## config.mk

```make
export PLATFORM = sky130hd
export DESIGN_NAME = rr_decoder_arbiter
export DESIGN_NICKNAME = d
export VERILOG_FILES = /design/src/rtl/rr_decoder_arbiter_pkg.sv /design/src/rtl/rr_decoder_arbiter_rr_pick.sv /design/src/rtl/structuralDecoder.sv /design/src/rtl/rr_decoder_arbiter.sv
export SDC_FILE = /design/constraint.sdc
export NUM_CORES = 1
export LEC_CHECK = 0
export CAP_MARGIN = 5
export CELL_PAD_IN_SITES_DETAIL_PLACEMENT = 1
export CELL_PAD_IN_SITES_GLOBAL_PLACEMENT = 1
export CORE_MARGIN = 2
export CORE_UTILIZATION = 40
export CTS_CLUSTER_SIZE = 8
export DETAILED_ROUTE_END_ITERATION = 8
export PLACE_DENSITY = 0.85
export SLEW_MARGIN = 0
export SYNTH_ARGS = -nofsm -noshare
export SYNTH_HDL_FRONTEND = slang
export SYNTH_HIERARCHICAL = 1
export SYNTH_SLANG_ARGS = --single-unit
```

## constraint.sdc

```tcl
create_clock -name clk -period 2.2 [get_ports clk]
set_input_delay 0.44 -clock clk [delete_from_list [all_inputs] [get_ports clk]]
set_output_delay 0.44 -clock clk [all_outputs]
set_load 0.1 [all_outputs]
```

## src/rtl/rr_decoder_arbiter_pkg.sv

```systemverilog
// rtl/rr_decoder_arbiter_pkg.sv - shared types and constants for the round-robin decoder arbiter
package rr_decoder_arbiter_pkg;

    localparam int NUM_REQ = 4;
    localparam int ADDR_W  = 2;

    typedef enum logic {
        IDLE = 1'b0,
        BUSY = 1'b1
    } state_e;

    function automatic logic [NUM_REQ-1:0] addr_to_onehot(input logic [ADDR_W-1:0] addr);
        logic [NUM_REQ-1:0] base;
        base = {{(NUM_REQ-1){1'b0}}, 1'b1};
        return base << addr;
    endfunction

endpackage

```

## src/rtl/rr_decoder_arbiter_rr_pick.sv

```systemverilog
// rtl/rr_decoder_arbiter_rr_pick.sv - combinational rotate-priority encoder starting after last_owner
module rr_pick
    import rr_decoder_arbiter_pkg::*;
(
    input  logic [NUM_REQ-1:0] req,
    input  logic [ADDR_W-1:0]  last_owner,
    output logic [ADDR_W-1:0]  pick,
    output logic               any
);

    logic [ADDR_W-1:0] idx;

    // Walk from lowest to highest priority so the nearest requester after last_owner wins.
    always_comb begin
        pick = last_owner;
        any  = 1'b0;
        idx  = '0;
        for (int i = NUM_REQ; i >= 1; i--) begin
            idx = last_owner + ADDR_W'(i);
            if (req[idx]) begin
                pick = idx;
                any  = 1'b1;
            end
        end
    end

endmodule

```

## src/rtl/structuralDecoder.sv

```systemverilog
// rtl/structuralDecoder.sv - gate-level 2-to-4 decoder with enable
module structuralDecoder (
    input  logic       address0,
    input  logic       address1,
    input  logic       enable,
    output logic [3:0] out
);

    logic a0_n;
    logic a1_n;

    not g_inv0 (a0_n, address0);
    not g_inv1 (a1_n, address1);

    and g_out0 (out[0], enable, a1_n,     a0_n);
    and g_out1 (out[1], enable, a1_n,     address0);
    and g_out2 (out[2], enable, address1, a0_n);
    and g_out3 (out[3], enable, address1, address0);

endmodule

```

## src/rtl/rr_decoder_arbiter.sv

```systemverilog
// rtl/rr_decoder_arbiter.sv - four-way round-robin arbiter with bounded hold, one-hot grant via 2-to-4 decoder
module rr_decoder_arbiter
    import rr_decoder_arbiter_pkg::*;
#(
    parameter int MAX_HOLD = 16,
    parameter int CNT_W    = 8
) (
    input  logic               clk,
    input  logic               rst_n,
    input  logic               enable,
    input  logic [NUM_REQ-1:0] req,
    output logic [NUM_REQ-1:0] grant,
    output logic [ADDR_W-1:0]  grant_addr,
    output logic               grant_valid,
    output logic               preempt
);

    localparam logic [CNT_W-1:0] HOLD_LAST = CNT_W'(MAX_HOLD - 1);

    state_e            state_q, state_d;
    logic [ADDR_W-1:0] grant_addr_q, grant_addr_d;
    logic              grant_valid_q, grant_valid_d;
    logic [ADDR_W-1:0] last_owner_q, last_owner_d;
    logic [CNT_W-1:0]  hold_cnt_q, hold_cnt_d;
    logic              preempt_q, preempt_d;

    logic [ADDR_W-1:0] pick;
    logic              any;
    logic              owner_req;
    logic              others_req;

    rr_pick u_pick (
        .req        (req),
        .last_owner (last_owner_q),
        .pick       (pick),
        .any        (any)
    );

    // While BUSY last_owner equals the owner, so the pick naturally ranks the owner last.
    assign owner_req  = req[grant_addr_q];
    assign others_req = |(req & ~addr_to_onehot(grant_addr_q));

    always_comb begin
        state_d       = state_q;
        grant_addr_d  = grant_addr_q;
        grant_valid_d = grant_valid_q;
        last_owner_d  = last_owner_q;
        hold_cnt_d    = hold_cnt_q;
        preempt_d     = 1'b0;
        case (state_q)
            IDLE: begin
                if (enable && any) begin
                    state_d       = BUSY;
                    grant_addr_d  = pick;
                    grant_valid_d = 1'b1;
                    last_owner_d  = pick;
                    hold_cnt_d    = '0;
                end
            end
            BUSY: begin
                if (!enable) begin
                    state_d       = IDLE;
                    grant_valid_d = 1'b0;
                    hold_cnt_d    = '0;
                end else if (!owner_req) begin
                    hold_cnt_d = '0;
                    if (any) begin
                        grant_addr_d = pick;
                        last_owner_d = pick;
                    end else begin
                        state_d       = IDLE;
                        grant_valid_d = 1'b0;
                    end
                end else if (hold_cnt_q == HOLD_LAST) begin
                    hold_cnt_d = '0;
                    if (others_req) begin
                        grant_addr_d = pick;
                        last_owner_d = pick;
                        preempt_d    = 1'b1;
                    end
                end else begin
                    hold_cnt_d = hold_cnt_q + 1'b1;
                end
            end
            default: begin
                state_d       = IDLE;
                grant_valid_d = 1'b0;
            end
        endcase
    end

    always_ff @(posedge clk or negedge rst_n) begin
        if (!rst_n) begin
            state_q       <= IDLE;
            grant_addr_q  <= '0;
            grant_valid_q <= 1'b0;
            last_owner_q  <= ADDR_W'(NUM_REQ - 1);
            hold_cnt_q    <= '0;
            preempt_q     <= 1'b0;
        end else begin
            state_q       <= state_d;
            grant_addr_q  <= grant_addr_d;
            grant_valid_q <= grant_valid_d;
            last_owner_q  <= last_owner_d;
            hold_cnt_q    <= hold_cnt_d;
            preempt_q     <= preempt_d;
        end
    end

    structuralDecoder u_dec (
        .address0 (grant_addr_q[0]),
        .address1 (grant_addr_q[1]),
        .enable   (grant_valid_q),
        .out      (grant)
    );

    assign grant_addr  = grant_addr_q;
    assign grant_valid = grant_valid_q;
    assign preempt     = preempt_q;

endmodule
```

==> summary.txt, run 1 <==
Synthesis
  • Synthesized instance count: 93
  • Synth Cell Area: 933.4 sq um
  • Post-synth EDFFs: 0
  • Post-Synth Simple-Gate Area: 22.39%
  • Mux contribution to synthesized area: 11.53%
  • Syn nets: 101
  • Synth Area in XOR/XNOR: 5.630%
  • Post-synthesis average cell area: 10.04 sq um
  • Yosys reg bits: 15
  • Synth top area share: 34.85%
  • Adder-cell share of the synthesized area: 1.340%
  • Area leader, netlist: dfrtp_1
  • Yosys warns: 6
  • Ranking of synthesized cells by area: dfrtp_1, dfstp_2, mux2_1
  • Seq/Total Area, Yosys: 40.48%
  • Dominant synthesized flop cell: dfrtp_1
  • Largest family of logic cells by synthesized area: simple AND/OR/NAND/NOR gates
  • FFs w/ async S/R, synth: 100.0%
  • Compound-cell area share of the yosys netlist: 15.68%
  • Yosys cell types: 37

Clock tree
  • CTS tree: yes
  • Clock Sinks: 15
  • # hold bufs at CTS: 0
  • Root Driver: clkbuf_4
  • Post-CTS sizing: 0
  • Clk slew on worst S/H paths: 90 ps
  • Clock Latency Late Sink: 290 ps
  • CTS Buf Count: 3
  • Setup Buffers After CTS: 0
  • Clk buf depth: 2
  • H-tree depth: 1

Finish
  • Final nets: 132
  • Share of layout cells above drive strength 1: 30.08%
  • Final instance area: 1271 sq um
  • Ant. Diodes: 0
  • Area growth syn-to-layout: 36.19%
  • Final cell count without fillers: 151

Worst setup path
  • Data arrival, critical path: 2250 ps
  • Crit-path max cell delay: 550 ps
  • Worst Path Buf+Inv: 1
  • Nature of the critical path startpoint: input port
  • RR Startpoint: hold_cnt_q[5]
  • Worst-path fanout max: 4
  • Worst Path Required: 2370 ps
  • R2R Setup Slk: 360 ps
  • Crit path max-delay family: simple AND/OR/NAND/NOR gates
  • Critical path type: input port to flop
  • Nature of the critical path endpoint: flop
  • Cell Chain, Critical Path: clkdlybuf4s50_1 > or4_1 > nand2_1 > a21oi_1 > a31oi_2 > mux2_1
  • Worst setup path startpoint: req[3]
  • Max stage delay cell, worst path: or4_1

STA
  • Clock Skews: 7.653 ps
  • Final setup viols: 0
  • Worst slew margin: 53.29%
  • Setup TNS Final: 0 ps
  • Hold Slack: 551.5 ps
  • Final hold vios: 0
  • RSZ-0062 raised after global routing: no
  • Final Slew Violations: 0
  • Final period utilization: 94.54%
  • Achievable frequency: 480.8 MHz
  • Fin crit period: 2080 ps
  • Worst-margin pin slew: 698.5 ps

Die
  • Die ar.: 2736 sq um
  • Core ar.: 2212 sq um
  • Row cnt: 17
  • Io pins: 15
  • Starting Density: 42.19%
  • Die width: 52.31 microns
  • Die Ht: 52.31 microns

Power and ir drop
  • Leak: 0.5627 nW
  • Power density over the cells: 1228 nW/um^2
  • Logic pwr share: 58.6%
  • Switching share of power: 50.54%
  • Peak supply drop: 0.001076 V
  • Clk pwr share: 10.2%
  • Power Total: 1.561 mW
  • Int Power: 0.7721 mW
  • Switching pwr: 0.7889 mW
  • Sequential Power Share: 31.3%

Route
  • First-pass iteration count of the detailed router: 4
  • Drt drc: 0
  • Met3 Wirelength: 81 microns
  • DR top layer: met4
  • WL final: 2.282 mm
  • Via count: 817
  • Routed Antenna Nets: 0
  • WL met1: 1.023 mm
  • WL/cell: 15.11 microns
  • Via density: 5.411
  • Met2 WL post-DR: 1.142 mm
  • Starting DRT DRC Count: 5

Global route
  • Number of antenna violations at the first check in global routing: 0
  • First-pass GRT wire length: 3.946 mm
  • Vias in the first global route: 808
  • Largest net degree at the start of global routing: 16
  • Tot GR Track Use: 19.78%
  • Grt ovf: 0

Flow run
  • Max Cap Viol: 0

Placed design
  • I/O Buffers: 14
  • Post-DP HPWL: 1.799 mm
  • Dpl cells: 147
  • Placer's final routability congestion estimate: 0.7692
  • Post-placement cell area: 1245 sq um

Hold path
  • Hold Crit Start: hold_cnt_q[1]
  • HP Class: flop to flop

Run status
  • Outcome: finished clean
[metal layers]
metal  GRT usage (%)  up-vias
met5               0        -
met4           7.692        0
met3           4.286        5
met2           33.54       16
met1           24.24      397
li1                -      399
[cells by family (layout without fill, tap and decap cells)]
logic type / Yosys count / in the layout
adders and majority gates: 1 / 1
and+or+nand+nor: 38 / 38
AOI/OAI and AO/OA: 17 / 17
DFF: 15 / 15
muxes: 9 / 9
xor gates and xnor gates: 6 / 6
buffers and inverters: 7 / 37
[layout make-up]
cell class | count | area, sq um
fillers | 256 | 940.9
multi-input cells | 71 | 536.8
flip-flops and latches | 15 | 382.9
repair buffers | 27 | 267.8
well taps | 28 | 35.03
clock buffers | 4 | 26.28
inverters | 6 | 22.52
[worst reg2reg max path, delay by kind of cell (launching register included)]
| kind | cells | cell delay [ps] |
|---|---|---|
| compound gates | 2 | 400 |
| flops | 1 | 420 |
| mux | 1 | 350 |
| simple gates | 1 | 560 |
[sequential cells by signal (all words and copies together) (netlist names)]
signal,flops
preempt,1
grant_valid,1
grant_addr,2
state_q,1
last_owner_q,2
hold_cnt_q,8
[cell usage in the layout (no fill, tap or decap), drive strengths merged, types with 3 or more instances in the layout]
cell,n
buf,21
dfrtp,13
nor2,11
inv,6
clkdlybuf4s50,6
nand2,5
nor3,5
xnor2,5
mux2i,4
a21oi,4
mux2,4
clkbuf,4
nand3,3
nand2b,3
a22o,3
[power groups by stage]
| stage | registers (mW) | clock network, mW | logic, mW |
|---|---|---|---|
| 3_3_place_gp | 0.481 | 0 | 0.895 |
| 3_5_place_dp | 0.495 | 0 | 0.919 |
| 5_1_grt | 0.507 | 0.175 | 0.959 |
| 2_1_floorplan | 0.620 | 0 | 0.493 |
| 6_report | 0.488 | 0.159 | 0.914 |
| 4_1_cts | 0.491 | 0.165 | 0.921 |
[per-stage QoR]
stage / setup slack, ps / util, %
finish: 120.2 / 57.47
floorplan: -183.9 / -
global route: 15.89 / 57.47
CTS: 129.6 / 57.47
detailed placement: -181.1 / 56.28
global placement: -93.53 / 56.28
[path summary, 6_finish.rpt]
path                                  to  cells past startpoint
max                        grant_addr[1]                      6
min                        hold_cnt_q[1]                      1
max reg2reg                grant_addr[1]                      4
min reg2reg                hold_cnt_q[1]                      1
max in group asynchronous  grant_addr[0]                      1
min in group asynchronous    grant_valid                      1
[synthesized netlist by cell type, types with 2 or more instances]
cell type,number
nor3_1,5
xnor2_1,5
a21oi_1,4
dfstp_2,2
nor2_1,11
nand3_1,3
a22o_1,3
mux2i_1,4
dfrtp_1,13
inv_1,6
nand2b_1,3
mux2_1,4
and3b_1,2
nand2_1,5
(Power assumes the default switching activity.)
==> inputs of run 2 (changes only) <==
--- a/config.mk
+++ b/config.mk
@@ -13,6 +13,7 @@
 export CTS_CLUSTER_SIZE = 8
 export DETAILED_ROUTE_END_ITERATION = 8
 export PLACE_DENSITY = 0.85
+export REMOVE_ABC_BUFFERS = 1
 export SLEW_MARGIN = 0
 export SYNTH_ARGS = -nofsm -noshare
 export SYNTH_HDL_FRONTEND = slang
==> constraint.sdc (replaced) <==
create_clock -name clk -period 2 [get_ports clk]
set_input_delay 0.4 -clock clk [delete_from_list [all_inputs] [get_ports clk]]
set_output_delay 0.4 -clock clk [all_outputs]
set_load 0.1 [all_outputs]
==> run 2 against run 1 <==
  * Register-to-register slack lost 250 ps
  * Sequential power rose by 2%
  * Via count is 3.1% higher
  * Sequential cell count stayed put
  * Clock power is 5% higher
  * Cell area grew 5.7%
  * Critical path type unchanged
  * Largest power group unchanged
  * Highest routed layer unchanged
==> summary.txt, run 2 (synthesis gave the netlist of run 1 again) <==
Worst setup path
  • Crit-path max cell delay: 540 ps (about the same)
  • Worst-path fanout max: 8 (+4)
  • Data arrival, critical path: 2150 ps (-100 ps)
  • Max stage delay cell, worst path: mux4_2
  • Nature of the critical path endpoint: flop
  • Critical path type: input port to flop
  • Cell Chain, Critical Path: clkdlybuf4s50_1 > buf_4 > mux4_2 > a21oi_4 > a31oi_4 > mux2_1
  • Worst Path Required: 2160 ps (-210 ps)
  • Nature of the critical path startpoint: input port

Clock tree
  • # hold bufs at CTS: 0 (unchanged)
  • Clock Sinks: 15 (unchanged)
  • Clock Latency Late Sink: 280 ps (about the same)
  • Clk slew on worst S/H paths: 90 ps (about the same)
  • Clk buf depth: 2 (unchanged)
  • CTS tree: yes
  • H-tree depth: 1 (unchanged)
  • Root Driver: clkbuf_4
  • CTS Buf Count: 3 (unchanged)

Global route
  • Grt ovf: 0 (unchanged)
  • Largest net degree at the start of global routing: 16 (unchanged)
  • Tot GR Track Use: 19.83% (+0.048 points)
  • First-pass GRT wire length: 3.946 mm (unchanged)
  • Vias in the first global route: 846 (+4.7%)
  • Number of antenna violations at the first check in global routing: 0 (unchanged)

Finish
  • Final instance area: 1344 sq um (+5.7%)
  • Most frequent cells in the layout: dfrtp_1, nor2_1, buf_4
  • Ant. Diodes: 0 (unchanged)
  • Reg with most FFs: hold_cnt_q
  • Final nets: 131 (-0.76%)
  • Final cell count without fillers: 150 (-0.66%)
  • Commonest non-fill, non-tap cell in the layout: dfrtp_1
  • # fillers: 245 (-4.3%)
  • Share of layout cells above drive strength 1: 31.15% (+1.1 points)
  • Max FFs per register: 8 (unchanged)
  • Area growth syn-to-layout: 43.97%

Route
  • WL final: 2.483 mm (+8.8%)
  • Drt drc: 0 (unchanged)
  • Starting DRT DRC Count: 13 (+8)
  • First-pass iteration count of the detailed router: 4 (unchanged)
  • Via count: 842 (+3.1%)
  • WL/cell: 16.55 microns (+9.5%)
  • Routed Antenna Nets: 0 (unchanged)
  • Via density: 5.613 (+3.7%)

STA
  • Final hold vios: 0 (unchanged)
  • Fin crit period: 1985 ps
  • Clock Skews: 6.028 ps (-1.626 ps)
  • Setup TNS Final: 0 ps (unchanged)
  • Final Slew Violations: 0 (unchanged)
  • Final setup viols: 0 (unchanged)
  • Final worst setup slack: 15.49 ps (-104.7 ps)
  • Worst slew margin: 55.26% (+2.0 points)
  • Worst-margin pin slew: 669.1 ps (-29.45 ps)
  • Final period utilization: 99.23%
  • Achievable frequency: 503.9 MHz

Power and ir drop
  • Logic pwr share: 63.5% (+4.9 points)
  • Sequential Power Share: 27.4% (-3.9 points)
  • Clk pwr share: 9.1% (-1.1 points)
  • Leak: 0.5942 nW (+5.6%)
  • Switching pwr: 0.8956 mW (+14%)
  • Int Power: 0.9318 mW (+21%)
  • Power Total: 1.827 mW (+17%)
  • Switching share of power: 49.01% (-1.5 points)
  • Peak supply drop: 0.0007997 V (-26%)
  • Power density over the cells: 1360 nW/um^2 (+11%)

Placed design
  • Post-DP HPWL: 1.834 mm (+2.0%)
  • Pre-CTS WS: -340.8 ps (-159.6 ps)
  • I/O Buffers: 14 (unchanged)
  • Placer's final routability congestion estimate: 0.7522 (-2.2%)
  • Post-placement cell area: 1254 sq um (+0.70%)
  • Dpl cells: 145 (-1.4%)

Die
  • Io pins: 15 (unchanged)
  • Die width: 52.31 microns (unchanged)
  • Core ar.: 2212 sq um (unchanged)
  • Starting Density: 42.19% (unchanged)
  • Die Ht: 52.31 microns (unchanged)
  • Row cnt: 17 (unchanged)
  • Die ar.: 2736 sq um (unchanged)

Run status
  • Outcome: finished clean

Flow run
  • Max Cap Viol: 0 (unchanged)

Hold path
  • HP Class: input port to asynchronous set/reset pin
==> run 2: power by group through the flow <==
stage	combinational [mW]	sequential, mW	clock [mW]
finish	1.16	0.500	0.167
CTS	1.13	0.495	0.175
detailed placement	1.12	0.498	0
global route	1.22	0.517	0.181
floorplan	0.511	0.680	0
global placement	1.09	0.491	0
==> run 2: final cells by class <==
cell class / count / area, sq um / area share, %
timing repair buffer: 26 / 307.8 / 22.90
tap: 28 / 35.03 / 2.607
inverter: 6 / 22.52 / 1.676
multi-input combinational: 71 / 574.3 / 42.74
sequential: 15 / 377.9 / 28.12
clock buffer: 4 / 26.28 / 1.955
==> run 2: path summary, 6_finish.rpt <==
check | from | to | slack (ps) | depth (start not counted)
worst max-delay path | req[3] | grant_addr[1] | 20 | 6
worst min-delay path | rst_n | hold_cnt_q[0] | 520 | 1
worst max register to register | hold_cnt_q[5] | grant_addr[1] | 110 | 4
worst min register to register | hold_cnt_q[1] | hold_cnt_q[1] | 550 | 1
max in group asynchronous | rst_n | state_q | 1050 | 1
min in group clk | hold_cnt_q[1] | hold_cnt_q[1] | 550 | 1
==> run 2: per-stage QoR <==
stage	hold slack, ps	utilization (%)
after detailed placement	524.2	56.67
after floorplan	104.4	-
after global routing	574.8	60.75
final	524.9	60.75
after global placement	520.6	56.67
after CTS	530.0	58.54
==> run 2: what timing repair did <==
item / in CTS / in global routing
setup buffers: 0 / 0
gates cloned: 0 / 1
setup endpoints to repair: 9 / 10
gates resized for setup: 4 / 10
pin swaps: 2 / 4
==> run 2: worst max-delay path, delay by kind of cell <==
family          cells  cell delay (ps)
mux                 2              880
buf+inv             2              620
compound gates      2              240
==> run 2: metal layers <==
layer	global-route usage [%]	vias to the layer above	wire, microns
li1	-	398	-
met1	22.97	411	1056
met2	35.42	27	1284
met3	2.857	6	102
met4	9.402	0	40
met5	0	-	0
